## src/rtl/button_debounce.sv

```systemverilog
`default_nettype none
// ============================================================================
//  Module      : button_debounce
//  Description : Push-button conditioner. Synchronises the raw pad input,
//                rejects contact bounce and produces a clean level, one-cycle
//                press/release strobes, a long-press flag and a wrapping
//                press counter. One instance per physical button.
//  Revision    : 1.0 - initial release
// ============================================================================
module button_debounce #(
    parameter int DEBOUNCE_CYCLES = 16,   // equal samples needed to accept a change (>=2)
    parameter int LONG_CYCLES     = 1024, // PRESSED cycles before long_press (>DEBOUNCE_CYCLES)
    parameter int COUNT_W         = 8     // width of press_count
) (
    input  logic               clk,
    input  logic               rst,
    input  logic               button_raw,
    output logic               button,
    output logic               press_pulse,
    output logic               release_pulse,
    output logic               long_press,
    output logic [COUNT_W-1:0] press_count
);

    // ------------------------------------------------------------------------
    // Counter widths and compare constants
    // ------------------------------------------------------------------------
    localparam int c_STABLE_W = $clog2(DEBOUNCE_CYCLES);
    localparam int c_HOLD_W   = $clog2(LONG_CYCLES + 1);

    localparam logic [c_STABLE_W-1:0] c_STABLE_ONE  = c_STABLE_W'(1);
    localparam logic [c_STABLE_W-1:0] c_STABLE_LAST = c_STABLE_W'(DEBOUNCE_CYCLES - 1);
    localparam logic [c_HOLD_W-1:0]   c_HOLD_ONE    = c_HOLD_W'(1);
    localparam logic [c_HOLD_W-1:0]   c_HOLD_MAX    = c_HOLD_W'(LONG_CYCLES);
    localparam logic [c_HOLD_W-1:0]   c_HOLD_LAST   = c_HOLD_W'(LONG_CYCLES - 1);
    localparam logic [COUNT_W-1:0]    c_COUNT_ONE   = COUNT_W'(1);

    // ------------------------------------------------------------------------
    // State encoding
    // ------------------------------------------------------------------------
    localparam logic [1:0] c_ST_IDLE         = 2'd0;
    localparam logic [1:0] c_ST_PRESS_WAIT   = 2'd1;
    localparam logic [1:0] c_ST_PRESSED      = 2'd2;
    localparam logic [1:0] c_ST_RELEASE_WAIT = 2'd3;

    // ------------------------------------------------------------------------
    // Registers and next-state wires
    // ------------------------------------------------------------------------
    logic                  r_s1;
    logic                  r_s2;
    logic [1:0]            r_state;
    logic [c_STABLE_W-1:0] r_stable;
    logic [c_HOLD_W-1:0]   r_hold;
    logic                  r_button;
    logic                  r_press;
    logic                  r_release;
    logic                  r_long;
    logic [COUNT_W-1:0]    r_count;

    logic [1:0]            w_state_nxt;
    logic [c_STABLE_W-1:0] w_stable_nxt;
    logic [c_HOLD_W-1:0]   w_hold_nxt;
    logic                  w_button_nxt;
    logic                  w_press_nxt;
    logic                  w_release_nxt;
    logic                  w_long_nxt;
    logic [COUNT_W-1:0]    w_count_nxt;

    // Two-flop synchroniser for the asynchronous pad input
    always_ff @(posedge clk) begin
        if (rst) begin
            r_s1 <= 1'b0;
            r_s2 <= 1'b0;
        end else begin
            r_s1 <= button_raw;
            r_s2 <= r_s1;
        end
    end

    // State, counters and registered outputs
    always_ff @(posedge clk) begin
        if (rst) begin
            r_state   <= c_ST_IDLE;
            r_stable  <= '0;
            r_hold    <= '0;
            r_button  <= 1'b0;
            r_press   <= 1'b0;
            r_release <= 1'b0;
            r_long    <= 1'b0;
            r_count   <= '0;
        end else begin
            r_state   <= w_state_nxt;
            r_stable  <= w_stable_nxt;
            r_hold    <= w_hold_nxt;
            r_button  <= w_button_nxt;
            r_press   <= w_press_nxt;
            r_release <= w_release_nxt;
            r_long    <= w_long_nxt;
            r_count   <= w_count_nxt;
        end
    end

    // Next-state and next-output decode; strobes default low every cycle
    always_comb begin
        w_state_nxt   = r_state;
        w_stable_nxt  = r_stable;
        w_hold_nxt    = r_hold;
        w_button_nxt  = r_button;
        w_press_nxt   = 1'b0;
        w_release_nxt = 1'b0;
        w_long_nxt    = r_long;
        w_count_nxt   = r_count;

        case (r_state)
            c_ST_IDLE: begin
                if (r_s2) begin
                    w_state_nxt  = c_ST_PRESS_WAIT;
                    w_stable_nxt = c_STABLE_ONE;
                end
            end

            c_ST_PRESS_WAIT: begin
                if (!r_s2) begin
                    // bounce: fall back without touching any output
                    w_state_nxt = c_ST_IDLE;
                end else if (r_stable == c_STABLE_LAST) begin
                    w_state_nxt  = c_ST_PRESSED;
                    w_button_nxt = 1'b1;
                    w_press_nxt  = 1'b1;
                    w_count_nxt  = r_count + c_COUNT_ONE;
                    w_hold_nxt   = '0;
                end else begin
                    w_stable_nxt = r_stable + c_STABLE_ONE;
                end
            end

            c_ST_PRESSED: begin
                // hold time accrues on every PRESSED cycle, including the one
                // that leaves for RELEASE_WAIT; it saturates at LONG_CYCLES
                if (r_hold != c_HOLD_MAX) begin
                    w_hold_nxt = r_hold + c_HOLD_ONE;
                    if (r_hold == c_HOLD_LAST) begin
                        w_long_nxt = 1'b1;
                    end
                end
                if (!r_s2) begin
                    w_state_nxt  = c_ST_RELEASE_WAIT;
                    w_stable_nxt = c_STABLE_ONE;
                end
            end

            c_ST_RELEASE_WAIT: begin
                if (r_s2) begin
                    // release bounce: resume the press with hold time frozen
                    w_state_nxt = c_ST_PRESSED;
                end else if (r_stable == c_STABLE_LAST) begin
                    w_state_nxt   = c_ST_IDLE;
                    w_button_nxt  = 1'b0;
                    w_release_nxt = 1'b1;
                    w_long_nxt    = 1'b0;
                end else begin
                    w_stable_nxt = r_stable + c_STABLE_ONE;
                end
            end

            default: begin
                w_state_nxt = c_ST_IDLE;
            end
        endcase
    end

    assign button        = r_button;
    assign press_pulse   = r_press;
    assign release_pulse = r_release;
    assign long_press    = r_long;
    assign press_count   = r_count;

endmodule
`default_nettype wire

```

## config.mk

```make
export PLATFORM = sky130hd
export DESIGN_NAME = button_debounce
export DESIGN_NICKNAME = d
export VERILOG_FILES = /design/src/rtl/button_debounce.sv
export SDC_FILE = /design/constraint.sdc
export NUM_CORES = 1
export LEC_CHECK = 0
export BUFFER_PORTS_ARGS = -buffer_cell sky130_fd_sc_hd__clkbuf_2
export CORE_MARGIN = 4
export CORE_UTILIZATION = 55
export CTS_CLUSTER_DIAMETER = 120
export CTS_CLUSTER_SIZE = 16
export DETAILED_ROUTE_END_ITERATION = 7
export PLACE_DENSITY_LB_ADDON = 0.15
export SKIP_LAST_GASP = 1
export SLEW_MARGIN = 5
export SYNTH_ARGS = -nofsm -noshare
export SYNTH_HDL_FRONTEND = slang
export SYNTH_SLANG_ARGS = --single-unit
```

## constraint.sdc

```tcl
create_clock -name clk -period 2.7 [get_ports clk]
set_clock_uncertainty 0.05 [all_clocks]
set_input_delay 0.135 -clock clk [delete_from_list [all_inputs] [get_ports clk]]
set_output_delay 0.135 -clock clk [all_outputs]
set_load 0.005 [all_outputs]
```

==> impl_metrics.json <==
{
  "outcome": "completed",
  "period_share_pct": 81.6,
  "syn_to_final_growth_pct": 10.7,
  "drv_slew": 0,
  "ys_warn_count": 0,
  "hold_viol_final": 0,
  "hold_start": "rst",
  "cts_inserted_buffers": 5,
  "avgSynthCellArea_um2": 8.80,
  "cts_root_buffer": "clkbuf_4",
  "chipHeight_um": 60.6,
  "synthTopCellsByCount": "31 x dfxtp_1, 18 x nand2_1, 18 x nor2_1",
  "diodes": 0,
  "crit_arrival_ns": 2.37,
  "dr_total_vias": 1326,
  "critPathLaunchType": "register",
  "p_total_uw": 801,
  "rsz0062_at_grt": "false",
  "antenna_found_initial": 0,
  "drc": 0,
  "path_clk_slew_ns": 0.10,
  "r2r_end": "r_hold[1]",
  "coreArea_um2": 2570,
  "syn-num-nets": 180,
  "drive_above_1_share_pct": 14.2,
  "whs_path_depth": 2,
  "whs_ns": 0.272,
  "p_per_area_nw_per_um2": 475,
  "start_util_pct": 59.3,
  "antenna_left": 0,
  "finalSetupTns_ns": 0,
  "nFillCells": 231,
  "io_pins": 15,
  "first_pass_iters": 4,
  "dieArea_um2": 3670,
  "wl_per_cell_um": 15.0,
  "reg2reg_depth": 7,
  "min_to": "press_count[0]",
  "maxCapViolCount": 0,
  "gp_congestion": 0.819,
  "yosysSeqAreaShare_pct": 40.8,
  "tritoncts": "yes",
  "dieWidth_um": 60.6,
  "vias_per_cell": 6.03,
  "hpwlAfterDp_mm": 2.32,
  "fin_nets": 196,
  "grt_remaining_overflow": 0,
  "initialDrtViolationCount": 79,
  "grt_usage_pct": 21.5,
  "critPathRequiredTime_ns": 2.86,
  "grt_pass1_wl_mm": 5.81,
  "synthFlopType": "dfxtp_1",
  "synthTopCellsByArea": "dfxtp_1 41%, nand2_1 4.4%, nor2_1 4.4%, a2111o_1 3.7%, nand3_1 3.6%",
  "port_buffers": 14,
  "worst_slew_pin_slew_ns": 0.587,
  "ir_drop_mv": 0.368,
  "routed_wirelength_mm": 3.31,
  "ys_types": 39,
  "yosysTopAreaCellShare_pct": 40.8,
  "clk_latency_ns": 0.34,
  "clock-sinks": 31,
  "yosys.area.top_type": "dfxtp_1",
  "syn-cell-area_um2": 1520,
  "synth_seq_cells": 31,
  "min_path_type": "input pin to register",
  "slew_headroom_pct": 60.6,
  "synth_cells": 173,
  "power_leakage_uw": 0.000650,
  "worstSetupPathType": "register to register",
  "htree_levels": 2,
  "period_minus_slack_ns": 2.20,
  "cp_max_fo": 10,
  "row_count": 18,
  "synth_async_sr_flop_share_pct": 0,
  "r2r_slack_ns": 0.50,
  "clock.fmax_ghz": 0.454,
  "rr_startpoint": "r_hold[0]",
  "setup_violations": 0,
  "grt_max_degree": 27,
  "yosys.cell_count.top_type": "dfxtp_1",
  "post_cts_buffers": 0,
  "end_kind": "register",
  "cts_buffer_depth": 2,
  "grt_pass1_vias": 1271,
  "synth-edff-count": 0
}
==> cell usage in the layout (no fill, tap or decap), types with 2 or more instances in the layout <==
cell type   n
o2111ai_1   5
mux2_1      2
nand4_1     8
or3_1       2
clkbuf_4    5
ha_1        4
o21ai_1     2
clkbuf_2   14
nor2_1     18
a2111o_1    5
inv_1       5
xor2_1      4
nor4_1      3
a21oi_1     9
xnor2_1     5
o21ai_0     4
clkbuf_8    2
nand2b_1    3
nor2b_1     5
dfxtp_1    31
buf_4       3
nand2_1    18
and4_1      5
nand3_1    11
==> state kept, by name, indices dropped and copies added, names as in the netlist, named ones only <==
| name | cells |
|---|---|
| button | 1 |
| long_press | 1 |
| press_count | 8 |
| press_pulse | 1 |
| r_hold | 11 |
| r_s1 | 1 |
| r_s2 | 1 |
| r_stable | 4 |
| r_state | 1 |
| release_pulse | 1 |
==> per-stage QoR <==
stage	area [um2]	util, %	std cells	setup WS [ns]
detailed placement	1610	62.6	211	0.517
finish	1690	65.6	220	0.496
global placement	1610	62.6	211	0.593
global route	1690	65.6	220	0.316
floorplan	1520	-	173	0.723
CTS	1690	65.6	220	0.494
==> power by group <==
part / switching [uW] / internal, uW / leakage, uW
clock network: 157 / 153 / 0.0000386
logic: 17.2 / 9.09 / 0.000361
registers: 3.58 / 461 / 0.000250
==> how the worst max path moves through the flow <==
stage	to	cells after the start	startpoint	slack, ns
3_5_place_dp	r_hold[1]	7	r_hold[0]	0.52
3_3_place_gp	r_hold[1]	7	r_hold[0]	0.59
2_1_floorplan	r_hold[7]	7	r_hold[0]	0.72
6_report	r_hold[1]	7	r_hold[0]	0.50
5_1_grt	r_hold[1]	7	r_hold[0]	0.32
4_1_cts	r_hold[1]	7	r_hold[0]	0.49
==> what timing repair did <==
item	in CTS	in global routing
hold buffers	1	0
hold endpoints to repair	1	0
resized for setup	0	0
==> layer usage <==
layer	vias up	routed length (um)	GRT usage [%]	part of all wire [%]
met3	6	174	6.81	5.3
met2	31	1650	35.0	50
met1	622	1440	26.7	43
met4	0	46	7.74	1.4
met5	-	0	0	0
li1	667	-	-	-
==> cell families after synthesis <==
kind of cell    synth area share [%]
compound gates                  15.9
xor+xnor                        5.18
fa+ha+maj                       3.29
buf+inv                         4.27
flops                           40.8
mux                             2.14
simple gates                    28.5
==> cell type report <==
class	count	area, um2	share of cell area (%)
multi-input cells	128	837	49.7
flip-flops and latches	31	621	36.8
repair buffers	18	103	6.09
clock buffers	8	68.8	4.08
well taps	30	37.5	2.23
inverters	5	18.8	1.11
==> critical path, stage by stage, from the launching register on <==
cell     delay [ns]
dfxtp_1        0.36
inv_1          0.09
ha_1           0.13
or4b_1         0.48
o41ai_4        0.49
buf_4          0.25
mux2i_1        0.18
nor2_1         0.05
Note: power is estimated with default switching activity, not from simulation.
